`src/rtl/vx_pipe_flow_ctrl_pkg.sv`:
```
// Shared sizing helpers for the elastic pipeline controller.
package vx_pipe_flow_ctrl_pkg;

    // Occupancy counter width; a DEPTH=0 build still needs a 1-bit port.
    function automatic int unsigned occ_width(input int unsigned depth);
        return (depth == 0) ? 1 : $clog2(depth + 1);
    endfunction

    // Stage-enable vector width: one bit per stage, at least one bit.
    function automatic int unsigned en_width(input int unsigned depth);
        return (depth == 0) ? 1 : depth;
    endfunction

endpackage

```
`src/rtl/vx_pipe_flow_stage.sv`:
```
// One pipeline stage: a valid bit plus a payload register.
module vx_pipe_flow_stage #(
    parameter int unsigned DATAW = 1
) (
    input  logic             clk,
    input  logic             reset,
    input  logic             en,
    input  logic             flush,
    input  logic             valid_in,
    input  logic [DATAW-1:0] data_in,
    output logic             valid_out,
    output logic [DATAW-1:0] data_out
);

    logic             valid_d, valid_q;
    logic [DATAW-1:0] data_d, data_q;

    // Flush overrides the load; payload is never cleared by flush.
    always_comb begin
        valid_d = valid_q;
        data_d  = data_q;
        if (flush) begin
            valid_d = 1'b0;
        end else if (en) begin
            valid_d = valid_in;
        end
        if (en) begin
            data_d = data_in;
        end
    end

    // Stage state with asynchronous clear.
    always_ff @(posedge clk or posedge reset) begin
        if (reset) begin
            valid_q <= 1'b0;
            data_q  <= '0;
        end else begin
            valid_q <= valid_d;
            data_q  <= data_d;
        end
    end

    assign valid_out = valid_q;
    assign data_out  = data_q;

endmodule

```
`src/rtl/vx_pipe_flow_ctrl.sv`:
```
// Elastic valid/ready controller for a DEPTH-stage register chain with bubble collapsing.
// With DEPTH=0 the block is a combinational pass-through and flush only gates ready_in.
module vx_pipe_flow_ctrl
    import vx_pipe_flow_ctrl_pkg::*;
#(
    parameter int unsigned DATAW = 1,
    parameter int unsigned DEPTH = 2,
    parameter int unsigned CNTW  = occ_width(DEPTH)
) (
    input  logic                       clk,
    input  logic                       reset,
    input  logic                       flush,
    input  logic                       valid_in,
    input  logic [DATAW-1:0]           data_in,
    output logic                       ready_in,
    output logic                       valid_out,
    output logic [DATAW-1:0]           data_out,
    input  logic                       ready_out,
    output logic [en_width(DEPTH)-1:0] stage_en,
    output logic [CNTW-1:0]            occupancy,
    output logic                       busy
);

    if (DEPTH == 0) begin : g_bypass
        assign valid_out = valid_in;
        assign data_out  = data_in;
        assign ready_in  = ready_out && !flush;
        assign stage_en  = ready_out;
        assign occupancy = '0;
        assign busy      = 1'b0;
    end else begin : g_pipe
        logic [DEPTH:0]   en;
        logic [DEPTH-1:0] vld;
        logic [DATAW-1:0] dat [DEPTH];
        logic             push, pop;
        logic [CNTW-1:0]  occ_d, occ_q;

        // Enable ripples back from the consumer; an empty stage always loads.
        always_comb begin
            en[DEPTH] = ready_out;
            for (int i = int'(DEPTH) - 1; i >= 0; i--) begin
                en[i] = !vld[i] || en[i+1];
            end
        end

        for (genvar g = 0; g < int'(DEPTH); g++) begin : g_stage
            logic             s_vin;
            logic [DATAW-1:0] s_din;
            if (g == 0) begin : g_head
                assign s_vin = valid_in;
                assign s_din = data_in;
            end else begin : g_body
                assign s_vin = vld[g-1];
                assign s_din = dat[g-1];
            end
            vx_pipe_flow_stage #(
                .DATAW (DATAW)
            ) u_stage (
                .clk       (clk),
                .reset     (reset),
                .en        (en[g]),
                .flush     (flush),
                .valid_in  (s_vin),
                .data_in   (s_din),
                .valid_out (vld[g]),
                .data_out  (dat[g])
            );
        end

        assign stage_en  = en[DEPTH-1:0];
        assign ready_in  = en[0] && !flush;
        assign valid_out = vld[DEPTH-1];
        assign data_out  = dat[DEPTH-1];
        assign push      = valid_in && ready_in;
        assign pop       = valid_out && ready_out;

        // Occupancy follows accepts and pops; flush empties the chain.
        always_comb begin
            occ_d = occ_q + CNTW'(push) - CNTW'(pop);
            if (flush) begin
                occ_d = '0;
            end
        end

        // Occupancy counter register.
        always_ff @(posedge clk or posedge reset) begin
            if (reset) begin
                occ_q <= '0;
            end else begin
                occ_q <= occ_d;
            end
        end

        assign occupancy = occ_q;
        assign busy      = (occ_q != '0);

        a_hold_stalled: assert property (@(posedge clk) disable iff (reset)
            (valid_out && !ready_out && !flush) |=> $stable(data_out));
        a_occ_bound: assert property (@(posedge clk) disable iff (reset)
            occ_q <= CNTW'(DEPTH));
        a_occ_count: assert property (@(posedge clk) disable iff (reset)
            int'(occ_q) == $countones(vld));
    end

endmodule

```
`config.mk`:
```
export PLATFORM = sky130hd
export DESIGN_NAME = vx_pipe_flow_ctrl
export DESIGN_NICKNAME = d
export VERILOG_FILES = /design/src/rtl/vx_pipe_flow_ctrl_pkg.sv /design/src/rtl/vx_pipe_flow_stage.sv /design/src/rtl/vx_pipe_flow_ctrl.sv
export SDC_FILE = /design/constraint.sdc
export NUM_CORES = 1
export LEC_CHECK = 0
export CORE_AREA = 8 8 45 47
export DETAILED_ROUTE_END_ITERATION = 8
export DIE_AREA = 0 0 53 55
export MAX_ROUTING_LAYER = met4
export PLACE_DENSITY = 0.59
export REMOVE_ABC_BUFFERS = 1
export SYNTH_ARGS = -nofsm -noshare
export SYNTH_HDL_FRONTEND = slang
export SYNTH_HIERARCHICAL = 1
export SYNTH_SLANG_ARGS = --single-unit
```
`constraint.sdc`:
```
create_clock -name clk -period 1.85 [get_ports clk]
set_input_delay 0.555 -clock clk [delete_from_list [all_inputs] [get_ports clk]]
set_output_delay 0.555 -clock clk [all_outputs]
set_load 0.005 [all_outputs]
```
==> flow_summary_export.csv <==
group,metric,value,unit
run_status,status,"completed",
route,drtIter0Drc,1,
setup_path,crit_type,"flip-flop to output pin",
grt,grtUsageTotal,0.0640,
route,ant_nets,0,
pwr,p_per_area,637,nW/um^2
sta,final-hold-violation-count,0,
grt,antenna_found_initial,0,
sta,rsz0062_at_grt,"no",
setup_path,max_stage_delay,0.49,ns
run,cap_violations,0,
grt,grt_pass1_wl,1.28,mm
setup_path,rr_worst_depth,8,
synth,yosys_warnings,6,
worst_hold_path,hold_path.class,"flip-flop to flip-flop",
route,route.detailed.drc,0,
sta,setup_viol,0,
layout,num_antenna_cells,0,
setup_path,start_kind,"flip-flop",
pwr,leakage,0.286,nW
clocking,worstSkewPairLatency,0.24,ns
clocking,clock_path_buffers,2,
setup_path,cp-end-kind,"output pin",
floorplanning,core-area,1380,sq um
setup_path,path_delay_family,"buffers and inverters",
sta,max_slew_margin,0.920,
floorplanning,die_h,55,um
setup_path,critPathRequiredTime,1.29,ns
synth,syn_inst,27,
sta,drv_slew,0,
route,drt-total-wl,761,um
floorplanning,die_w,53,um
sta,fin_crit,1.77,ns
clocking,cts_buffers,3,
sta,timing.final.crit_share,0.955,
synth,synth_top_area_frac,0.469,
setup_path,path_depth,2,
route,dr_total_vias,251,
layout,fin_nets,58,
setup_path,reg2reg_slack,0.27,ns
setup_path,arrival,1.21,ns
synth,synth_seq_area_share,0.469,
clocking,cts_tree,"built",
clocking,cts_hold_buf,0,
clocking,clk_pin_slew_worst_paths,0.05,ns
floorplanning,start_util,0.231,
pwr,peakVddDrop,0.270,mV
sta,fmax,566,MHz
synth,syn-cell-area,320,sq um
placement,place_congestion,0.733,
synth,ys_types,12,
synth,synth_area_leader_cell,"dfrtp_1",
floorplanning,fp.dieArea,2920,sq um
floorplanning,rows,14,
floorplanning,boundaryPins,14,
layout,multi_input_area,158,sq um
synth,avgSynthCellArea,11.9,sq um
layout,syn_to_final_growth,65.6,%
grt,grt_max_degree,6,
placement,dp.final_hpwl,629,um
route,viasPerCell,3.92,
route,first_pass_iters,2,
layout,seq_area,150,sq um
layout,n_fill_cell,142,
setup_path,critPathBufInv,2,
setup_path,path_cells,"buf_4 > clkdlybuf4s50_1",
synth,synthTopCellsByArea,"dfrtp_1 (47%), mux2_4 (9.4%), ha_1 (7.8%)",
clocking,cts.htree.levels,1,
setup_path,crit_fanout,4,
sta,fin_tns_setup,0,ns
clocking,cts_root_buf,"clkbuf_4",
grt,grt_remaining_overflow,0,
setup_path,cpMaxStageDelayCell,"clkdlybuf4s50_1",
placement,io_buffers,13,
synth,ys_seq_elements,6,
grt,grt_pass1_vias,284,
layout,drive_gt1_frac,0.250,
pwr,finalPower,0.338,mW
clocking,clock_sinks,6,
sta,worstMarginPinSlew,0.117,ns
sta,clock_skew,0.00172,ns
worst_hold_path,hold_depth,1,
route,wire_per_inst,11.9,um
## routing by layer
layer	share of wire	global-route usage	vias to the layer above
met5	0	-	-
met4	0.016	0.0517	0
met3	0.042	0.0241	2
met2	0.50	0.0859	5
met1	0.44	0.0741	114
li1	-	-	130
## repair_timing
item	in CTS	in global routing
pin swaps	2	2
cloned	0	0
endpoints found under the setup margin	6	1
gates resized for setup	13	1
setup buffers	0	0
## cell usage in the layout, fill, tap and decap left out, types with 2 or more instances in the layout
cell and n:
inv_1 4, mux2i_1 2, clkbuf_4 3, buf_4 4
clkdlybuf4s15_1 2, mux2_4 2, clkdlybuf4s50_1 6, dlygate4sd2_1 3
nor2_1 3, nor2b_1 2, dfrtp_1 6, nand3b_1 2
## state kept, by name, summed over array words and instances (netlist names)
| signal | cells |
|---|---|
| occupancy | 2 |
| g_pipe.g_stage.u_stage/data_out | 2 |
| g_pipe.g_stage.u_stage/valid_out | 2 |
## power breakdown
group          switching, mW  leakage, nW  internal (mW)
Combinational         0.0228        0.195         0.0474
Sequential           0.00664       0.0766          0.141
Clock                 0.0465       0.0138         0.0733
## synth_stat cells
master    count
nor2b_1       2
mux2i_1       2
or2_1         1
nor2_1        3
and2_1        1
dfrtp_1       6
nand2b_1      1
ha_1          2
inv_1         4
xnor3_1       1
mux2_4        2
nand3b_1      2
## final cells by class
| class | instances | share of cell area |
|---|---|---|
| clock buffers | 3 | 0.0425 |
| inverters | 4 | 0.0283 |
| multi-input cells | 17 | 0.297 |
| flip-flops and latches | 6 | 0.283 |
| well taps | 16 | 0.0377 |
| repair buffers | 18 | 0.311 |
## stage by stage
stage	cells	setup slack (ns)	util	area, sq um	hold slack [ns]
final	64	0.0836	0.383	531	0.529
after detailed placement	62	-0.506	0.373	515	0.508
after floorplan	27	0.162	-	320	0.296
after CTS	65	0.0656	0.387	536	0.525
after global placement	62	-0.521	0.373	515	0.504
after global routing	64	0.0375	0.383	531	0.544
## cells by family (layout without fill, tap and decap cells)
logic type | count (synthesis) | in the layout | share of synthesized area
adders and majority gates | 2 | 2 | 0.0781
xor gates and xnor gates | 1 | 1 | 0.0703
and+or+nand+nor | 10 | 10 | 0.180
DFF | 6 | 6 | 0.469
muxes | 4 | 4 | 0.156
buffers and inverters | 4 | 25 | 0.0469
## path summary, 6_finish.rpt
check	start	endpoint
worst min-delay path	g_pipe.g_stage[0].u_stage/data_out	g_pipe.g_stage[0].u_stage/data_out
worst min register to register	g_pipe.g_stage[0].u_stage/data_out	g_pipe.g_stage[0].u_stage/data_out
max in group asynchronous	reset	g_pipe.g_stage[0].u_stage/valid_out
worst max-delay path	g_pipe.g_stage[1].u_stage/valid_out	valid_out
min in group asynchronous	reset	g_pipe.g_stage[1].u_stage/data_out
worst max register to register	g_pipe.g_stage[0].u_stage/valid_out	occupancy[1]
Note: power is estimated with default switching activity, not from simulation.
